## src/rtl/cla_wide_add_seq_pkg.sv

```systemverilog
// Shared definitions for the wide sequential CLA adder.
// Contents:
//   SLICE_W          width of one adder slice
//   state_e          sequencer states (IDLE=0, ADD=1, DONE=2)
//   cla4_gen         group generate of a 4-bit lookahead block
//   cla4_carry_in    carries into each bit of a 4-bit lookahead block
package cla_wide_add_seq_pkg;

  localparam int unsigned SLICE_W = 16;

  typedef enum logic [1:0] {
    StIdle = 2'd0,
    StAdd  = 2'd1,
    StDone = 2'd2
  } state_e;

  function automatic logic cla4_gen(input logic [3:0] g, input logic [3:0] p);
    return g[3] | (p[3] & g[2]) | (p[3] & p[2] & g[1]) | (p[3] & p[2] & p[1] & g[0]);
  endfunction

  // Bit 0 of the result is the block carry-in itself.
  function automatic logic [3:0] cla4_carry_in(input logic [3:0] g, input logic [3:0] p,
                                               input logic ci);
    logic [3:0] c;
    c[0] = ci;
    c[1] = g[0] | (p[0] & ci);
    c[2] = g[1] | (p[1] & g[0]) | (p[1] & p[0] & ci);
    c[3] = g[2] | (p[2] & g[1]) | (p[2] & p[1] & g[0]) | (p[2] & p[1] & p[0] & ci);
    return c;
  endfunction

endpackage

```

## src/rtl/cla_16bit.sv

```systemverilog
// 16-bit two-level carry-lookahead adder (four 4-bit blocks plus a group lookahead).
// Ports:
//   a, b   16-bit operands
//   cin    carry-in
//   s      16-bit sum
//   cout   carry-out of bit 15
module cla_16bit
  import cla_wide_add_seq_pkg::*;
(
  input  logic [15:0] a,
  input  logic [15:0] b,
  input  logic        cin,
  output logic [15:0] s,
  output logic        cout
);

  logic [15:0] g;
  logic [15:0] p;
  logic [15:0] c;
  logic [3:0]  grp_g;
  logic [3:0]  grp_p;
  logic [3:0]  grp_c;

  assign g = a & b;
  assign p = a ^ b;

  always_comb begin
    grp_g = '0;
    grp_p = '0;
    c     = '0;
    for (int i = 0; i < 4; i++) begin
      grp_g[i] = cla4_gen(g[4*i +: 4], p[4*i +: 4]);
      grp_p[i] = &p[4*i +: 4];
    end
    grp_c = cla4_carry_in(grp_g, grp_p, cin);
    for (int i = 0; i < 4; i++) begin
      c[4*i +: 4] = cla4_carry_in(g[4*i +: 4], p[4*i +: 4], grp_c[i]);
    end
  end

  assign s    = p ^ c;
  assign cout = cla4_gen(grp_g, grp_p) | (&grp_p & cin);

endmodule

```

## src/rtl/cla_wide_add_seq.sv

```systemverilog
// Sequencer performing one WORDS*16-bit addition through a single cla_16bit,
// one slice per clock, least-significant slice first, carry chained in a register.
// Ports:
//   CLK       clock, rising edge
//   reset     asynchronous active-low reset
//   start     request, accepted in IDLE or DONE
//   a, b, cin wide operands and carry-in, latched on accepted start
//   busy      high while slices are being added
//   done      one-cycle pulse when sum/cout/overflow are final
//   sum       wide result (fills in progressively during ADD)
//   cout      carry out of the most significant slice
//   overflow  two's-complement overflow of the wide add
module cla_wide_add_seq
  import cla_wide_add_seq_pkg::*;
#(
  parameter int unsigned WORDS = 4
) (
  input  logic                     CLK,
  input  logic                     reset,
  input  logic                     start,
  input  logic [SLICE_W*WORDS-1:0] a,
  input  logic [SLICE_W*WORDS-1:0] b,
  input  logic                     cin,
  output logic                     busy,
  output logic                     done,
  output logic [SLICE_W*WORDS-1:0] sum,
  output logic                     cout,
  output logic                     overflow
);

  localparam int unsigned W    = SLICE_W * WORDS;
  localparam int unsigned IdxW = $clog2(WORDS);
  localparam logic [IdxW-1:0] LastIdx = IdxW'(WORDS - 1);

  state_e          state_q, state_d;
  logic [W-1:0]    a_q, a_d;
  logic [W-1:0]    b_q, b_d;
  logic [W-1:0]    sum_q, sum_d;
  logic            carry_q, carry_d;
  logic            cout_q, cout_d;
  logic            ovf_q, ovf_d;
  logic [IdxW-1:0] idx_q, idx_d;

  logic [SLICE_W-1:0] slice_a;
  logic [SLICE_W-1:0] slice_b;
  logic [SLICE_W-1:0] slice_s;
  logic               slice_cout;

  assign slice_a = a_q[idx_q*SLICE_W +: SLICE_W];
  assign slice_b = b_q[idx_q*SLICE_W +: SLICE_W];

  cla_16bit u_cla (
    .a   (slice_a),
    .b   (slice_b),
    .cin (carry_q),
    .s   (slice_s),
    .cout(slice_cout)
  );

  always_comb begin
    state_d = state_q;
    a_d     = a_q;
    b_d     = b_q;
    sum_d   = sum_q;
    carry_d = carry_q;
    cout_d  = cout_q;
    ovf_d   = ovf_q;
    idx_d   = idx_q;
    unique case (state_q)
      StIdle, StDone: begin
        if (start) begin
          a_d     = a;
          b_d     = b;
          carry_d = cin;
          idx_d   = '0;
          state_d = StAdd;
        end else begin
          state_d = StIdle;
        end
      end
      StAdd: begin
        sum_d[idx_q*SLICE_W +: SLICE_W] = slice_s;
        carry_d = slice_cout;
        if (idx_q == LastIdx) begin
          cout_d  = slice_cout;
          // Operands share a sign but the top sum bit differs from it.
          ovf_d   = (a_q[W-1] == b_q[W-1]) && (slice_s[SLICE_W-1] != a_q[W-1]);
          state_d = StDone;
        end else begin
          idx_d = idx_q + 1'b1;
        end
      end
      default: state_d = StIdle;
    endcase
  end

  always_ff @(posedge CLK or negedge reset) begin
    if (!reset) begin
      state_q <= StIdle;
      a_q     <= '0;
      b_q     <= '0;
      sum_q   <= '0;
      carry_q <= 1'b0;
      cout_q  <= 1'b0;
      ovf_q   <= 1'b0;
      idx_q   <= '0;
    end else begin
      state_q <= state_d;
      a_q     <= a_d;
      b_q     <= b_d;
      sum_q   <= sum_d;
      carry_q <= carry_d;
      cout_q  <= cout_d;
      ovf_q   <= ovf_d;
      idx_q   <= idx_d;
    end
  end

  assign busy     = (state_q == StAdd);
  assign done     = (state_q == StDone);
  assign sum      = sum_q;
  assign cout     = cout_q;
  assign overflow = ovf_q;

endmodule

```

## config.mk

```make
export PLATFORM = sky130hd
export DESIGN_NAME = cla_wide_add_seq
export DESIGN_NICKNAME = d
export VERILOG_FILES = /design/src/rtl/cla_wide_add_seq_pkg.sv /design/src/rtl/cla_16bit.sv /design/src/rtl/cla_wide_add_seq.sv
export SDC_FILE = /design/constraint.sdc
export NUM_CORES = 1
export LEC_CHECK = 0
export BUFFER_PORTS_ARGS = -buffer_cell sky130_fd_sc_hd__clkbuf_2
export CAP_MARGIN = 20
export CORE_ASPECT_RATIO = 1.1
export CORE_MARGIN = 1.5
export CORE_UTILIZATION = 44
export DETAILED_ROUTE_END_ITERATION = 8
export HOLD_SLACK_MARGIN = 0.02
export PLACE_DENSITY_LB_ADDON = 0.1
export SLEW_MARGIN = 5
export SYNTH_ARGS = -nofsm -noshare
export SYNTH_HDL_FRONTEND = slang
export SYNTH_SLANG_ARGS = --single-unit
```

## constraint.sdc

```tcl
create_clock -name CLK -period 4.8 [get_ports CLK]
set_input_delay 0.24 -clock CLK [delete_from_list [all_inputs] [get_ports CLK]]
set_output_delay 0.24 -clock CLK [all_outputs]
set_load 0.02 [all_outputs]
```

==> impl_metrics.ini, run 1 <==
[logic_synthesis]
synthesis.nets = 1041
synth-simple-area-share_pct = 20.3
synth_top_family_by_area = simple AND/OR/NAND/NOR gates
synth_top_area_share_pct = 55.7
yosysWarnings = 0
ys_seq_area_share_pct = 55.7
synth_compound_area_share_pct = 8.44
ys.flop_type = dfrtp_1
synth_fa_ha_area_share_pct = 3.98
synth-edff-count = 0
yosys.area.top_type = dfrtp_1
synth_cells = 883
synth_seq_cells = 199
syn_avg_cell_area_um2 = 10.1
yosys-mux-area-fraction_pct = 8.34
synthXorXnorAreaFrac_pct = 0.882
synth_area_mm2 = 0.00894
synthTopCellsByCount = nand2_1 (421), dfrtp_1 (199), a22o_1 (40)
synthTopCellsByArea = dfrtp_1 (56%), nand2_1 (18%), mux4_2 (8.1%)
synth_cell_types = 42
async_reset_ff_share_pct = 100
yosysMostFrequentCell = nand2_1

[setup_path]
critPathKind = flop to flop
crit_path_end_kind = flop
crit_chain = buf_4 > mux4_2 > ha_1 > o21ai_0 > nor2_1 > o21ai_0 > nand2b_1 > fa_1 > xnor2_1 > o21ai_0
critPathRequiredTime_ns = 5.09
max_stage_delay_ns = 0.80
critPathMaxFanout = 23
cp.arrival_ns = 4.30
crit_path_frequent_cell = o21ai_0
crit_slowest_cell = dfrtp_2
critPathLaunchType = flop

[die]
dieArea_mm2 = 0.0212
initial_core_util_pct = 45.0
rows = 54
pin_count = 200
die_height_um = 152
coreArea_mm2 = 0.0199
die_w_um = 139

[route]
dr_total_vias = 7236
drc = 0
drtPass1Iterations = 4
routedWlPerCell_um = 16.8
drt_iter0_markers = 461
antenna_left = 0
vias_per_cell = 5.06
wl_mm = 24.0

[clocking]
path_clk_slew_ns = 0.07
h-tree-depth = 4
post-cts-setup-buffer-count = 0
clock_path_buffers = 2
cts_tree = built
cts_buffers = 17
ctsResizeCount = 0
clkSinkCount = 199
clk_latency_ns = 0.44
clockRootBuffer = clkbuf_16
hold_buffers = 102

[timing]
finalCritPeriodShare_pct = 83.5
finalClockSkew_ns = 0.0145
fin_crit_ns = 4.01
fin_setup_tns_ns = 0
tightest_slew_ns = 0.851
hold_viol = 0
setup_viol = 0
rsz0062_at_grt = no
fmax_mhz = 249
drv_slew = 0
slew_headroom_pct = 43.1

[global_routing]
grt_max_degree = 105
grt_usage_pct = 23.6
grt_overflow_total = 0
gr-usage-met2_pct = 39.3
use_met1_pct = 30.7
grt_pass1_vias = 7495
use_met3_pct = 4.37
top_usage_layer = met2
grt_pass1_wl_mm = 39.0
antenna_found_initial = 0

[min_path]
hp-class = input pin to flop

[placement]
dpl_cell_area_mm2 = 0.0102
hpwl_mm = 16.9
port_buffers = 199
place_inst = 1296
gp_congestion = 0.885

[power]
power_leakage_uw = 0.00616
seqPwrFrac_pct = 32.8
sw_frac_of_total_pct = 44.6
p_per_area_mw_per_mm2 = 758
power_switching_uw = 3980
power_frac_clock_pct = 16.1
vdd_drop_max_v = 0.000483
combPwrFrac_pct = 51.0
p_int_uw = 4960

[finish]
num_antenna_cells = 0
layout.cells.non_filler = 1430
utilization_pct = 59.4
final_area_mm2 = 0.0118
drive_gt1_share_pct = 23.9
area_growth_pct = 32.0
fin_nets = 1323

[flow_run]
drv_cap = 0

[run_status]
status = complete, no violations
sequential cells by signal, summed over array words and instances (netlist names):
register,count
state_q,2
idx_q,2
carry_q,1
overflow,1
b_q,64
cout,1
sum,64
a_q,64
final timing paths:
check                                to  cells past startpoint  startpoint  slack (ns)
worst max-delay path            sum[37]                     10    idx_q[0]        0.79
worst min-delay path             b_q[5]                      3        b[5]        0.03
worst max register to register  sum[37]                     10    idx_q[0]        0.79
worst min register to register  a_q[30]                      2     a_q[30]        0.47
max in group asynchronous       a_q[16]                      3       reset        3.37
min in group asynchronous       sum[33]                      2       reset        0.44
per-stage QoR:
step	hold slack [ns]	total power (uW)	setup WS [ns]
finish	0.0306	8940	0.790
global route	0.0215	9610	0.431
CTS	0.0205	9020	0.707
detailed placement	0.393	7490	0.713
global placement	0.392	7430	0.816
floorplan	-0.0556	5990	1.22
area by class of cell:
class                      instances  area [um2]
timing repair buffer             307        2110
sequential                       199        4980
inverter                          10        37.5
tap                              252         315
fill                            1765        8070
clock buffer                      17         425
clock inverter                    15         165
multi-input combinational        630        3760
power groups by stage:
stage,clock (uW),sequential (uW),combinational [uW]
2_1_floorplan,0,2910,3080
3_3_place_gp,0,2980,4450
3_5_place_dp,0,2980,4510
4_1_cts,1470,2950,4590
5_1_grt,1550,3030,5040
6_report,1440,2930,4560
critical path: cells and delay by family, from the launching register on:
kind	cells	cell delay (ns)
AOI/OAI and AO/OA	3	0.79
buffers and inverters	1	0.36
xor gates and xnor gates	1	0.40
and+or+nand+nor	2	0.24
adders and majority gates	2	0.73
DFF	1	0.80
muxes	1	0.53
metal layers:
metal / part of all wire (%) / wire length [um]
met2: 49 / 11900
met5: 0 / 0
met4: 2.9 / 705
met3: 4.1 / 979
met1: 44 / 10500
kinds of logic after synthesis:
group                    after synthesis
buffers and inverters                 54
AO/OA/AOI/OAI                        101
multiplexers                          34
AND/OR/NAND/NOR                      460
XOR/XNOR                               9
flip-flops                           199
adder cells (fa/ha/maj)               26
layout by cell type (no fill, tap or decap), types with 4 or more instances in the layout:
cell type	synthesis	final
o21ai_1	6	6
xnor2_1	5	5
nand3_1	5	5
nand2_1	421	421
nor2_1	12	12
inv_1	10	10
a22o_1	40	40
fa_1	4	4
dlygate4sd3_1	0	102
a21o_1	5	5
xor2_1	4	4
inv_6	0	4
clkbuf_2	0	198
o21ai_0	28	28
a21oi_1	6	6
ha_1	22	22
dfrtp_1	199	197
clkbuf_16	0	17
or3_1	4	4
nand4_1	4	4
mux4_2	32	32
Note: power is estimated with default switching activity, not from simulation.
==> inputs of run 2 (changes only) <==
==> constraint.sdc (replaced) <==
create_clock -name CLK -period 4.1 [get_ports CLK]
set_input_delay 0.205 -clock CLK [delete_from_list [all_inputs] [get_ports CLK]]
set_output_delay 0.205 -clock CLK [all_outputs]
set_load 0.02 [all_outputs]
==> run 2 against run 1 <==
Highest routed layer unchanged; cell area up 1.8%; fmax grew 12%; register-to-register slack lost 0.26 ns; sequential power up 16%; largest cell class unchanged; flip-flop and latch count did not move; largest power group unchanged; wire length up 4.7%; worst hold slack got worse by 0.00080 ns; worst setup slack lost 0.26 ns.
==> impl_metrics.ini, run 2 (synthesis gave the netlist of run 1 again) <==
[power]
power_frac_clock_pct = 15.8
power_switching_uw = 4670
vdd_drop_max_v = 0.000593
p_per_area_mw_per_mm2 = 875
power_leakage_uw = 0.00627
sw_frac_of_total_pct = 44.4
seqPwrFrac_pct = 32.3
p_int_uw = 5840
combPwrFrac_pct = 52.0

[route]
wl_mm = 25.1
routedWlPerCell_um = 17.3
drtPass1Iterations = 6
antenna_left = 0
drt_iter0_markers = 426
drc = 0
dr_total_vias = 7328
vias_per_cell = 5.04

[placement]
hpwl_mm = 17.4
gp_congestion = 0.855
port_buffers = 199
place_inst = 1299

[setup_path]
critPathRequiredTime_ns = 4.40
max_stage_delay_ns = 0.62
critPathLaunchType = flop
crit_chain = buf_4 > mux4_2 > ha_1 > a21oi_1 > o21ai_1 > a221oi_4 > nand2_1 > fa_1 > xnor2_1 > o21ai_0
critPathMaxFanout = 14
crit_path_end_kind = flop
critPathKind = flop to flop
cp.arrival_ns = 3.87
crit_slowest_cell = mux4_2

[die]
rows = 54
initial_core_util_pct = 45.0
dieArea_mm2 = 0.0212
die_height_um = 152
die_w_um = 139
coreArea_mm2 = 0.0199
pin_count = 200

[clocking]
cts_tree = built
cts_buffers = 17
clkSinkCount = 199
h-tree-depth = 4
clk_latency_ns = 0.43
clock_path_buffers = 2
clockRootBuffer = clkbuf_16
path_clk_slew_ns = 0.07
post-cts-setup-buffer-count = 0

[finish]
multi_input_area_mm2 = 0.00376
layout.cells.non_filler = 1454
layout_common_cells = nand2_1 (421), clkbuf_2 (198), dfrtp_1 (197)
drive_gt1_share_pct = 23.5
layout_commonest_cell = nand2_1
fill_cells = 1675
area_growth_pct = 34.4
fin_nets = 1347
ff_latch_area_mm2 = 0.00498
num_antenna_cells = 0

[timing]
fmax_mhz = 280
drv_slew = 0
rsz0062_at_grt = no
tightest_slew_ns = 0.969
slew_headroom_pct = 35.4
finalClockSkew_ns = 0.0130
finalCritPeriodShare_pct = 87.2
hold_viol = 0
fin_crit_ns = 3.57
setup_viol = 0
fin_setup_tns_ns = 0

[flow_run]
drv_cap = 0

[global_routing]
grt_pass1_vias = 7507
grt_overflow_total = 0
grt_usage_pct = 24.5
grt_max_degree = 117
grt_pass1_wl_mm = 40.2
antenna_found_initial = 0

[min_path]
hp-class = input pin to flop

[run_status]
status = complete, no violations
==> run 2: cell types whose count changed in the layout (fill, tap and decap cells not counted), moves of 2 or more <==
cell	previous run	this run
dlygate4sd3_1	102	123
clkbuf_8	1	6
buf_4	3	7
inv_8	2	0
==> run 2: what timing repair did <==
action,in CTS,in global routing
endpoints found under the hold margin,237,0
hold buffers,123,0
gates resized for setup,0,0
==> run 2: power by group through the flow <==
stage                     registers [uW]  clock network (uW)  logic [uW]
after floorplan                     3410                   0        3610
after global placement              3440                   0        5260
after detailed placement            3440                   0        5350
after CTS                           3410                1680        5470
after global routing                3490                1770        6020
final                               3390                1660        5470
==> run 2: metal layers <==
| layer | vias up | track usage, % | part of all wire (%) |
|---|---|---|---|
| met5 | - | 0 | 0 |
| li1 | 3562 | - | - |
| met1 | 3530 | 31.8 | 43 |
| met2 | 203 | 42.2 | 51 |
| met4 | 0 | 7.04 | 1.9 |
| met3 | 33 | 4.34 | 3.8 |
==> run 2: critical path, delay by kind of cell, from the launching register on <==
kind	cells	cell delay (ns)
buffers and inverters	1	0.34
AO/OA/AOI/OAI	4	0.89
adder cells (fa/ha/maj)	2	0.62
flip-flops	1	0.53
multiplexers	1	0.62
AND/OR/NAND/NOR	1	0.12
XOR/XNOR	1	0.33
==> run 2: final cells by class <==
type | count | share of cell area [%]
Tap cell | 252 | 2.62
Inverter | 10 | 0.312
Clock buffer | 23 | 4.14
Clock inverter | 9 | 0.729
Multi-Input combinational cell | 630 | 31.3
Sequential cell | 199 | 41.5
Timing Repair Buffer | 331 | 19.4
==> run 2: metrics by stage <==
| step | util (%) | total power (uW) | hold WS, ns | instance area (um2) | setup WS (ns) |
|---|---|---|---|---|---|
| after global routing | 60.5 | 11300 | 0.0201 | 12000 | 0.262 |
| after CTS | 60.5 | 10600 | 0.0207 | 12000 | 0.512 |
| after floorplan | - | 7010 | -0.0906 | 8940 | 0.515 |
| after global placement | 51.3 | 8700 | 0.398 | 10200 | 0.584 |
| final | 60.5 | 10500 | 0.0298 | 12000 | 0.526 |
| after detailed placement | 51.3 | 8800 | 0.397 | 10200 | 0.528 |
==> run 2: final timing paths <==
check	startpoint	to	slack [ns]	cells after the start
worst min register to register	a_q[24]	a_q[24]	0.47	2
min in group asynchronous	reset	sum[33]	0.46	2
max in group asynchronous	reset	b_q[7]	2.68	3
worst max-delay path	idx_q[0]	sum[61]	0.53	10
worst min-delay path	a[17]	a_q[17]	0.03	3
worst max register to register	idx_q[0]	sum[61]	0.53	10
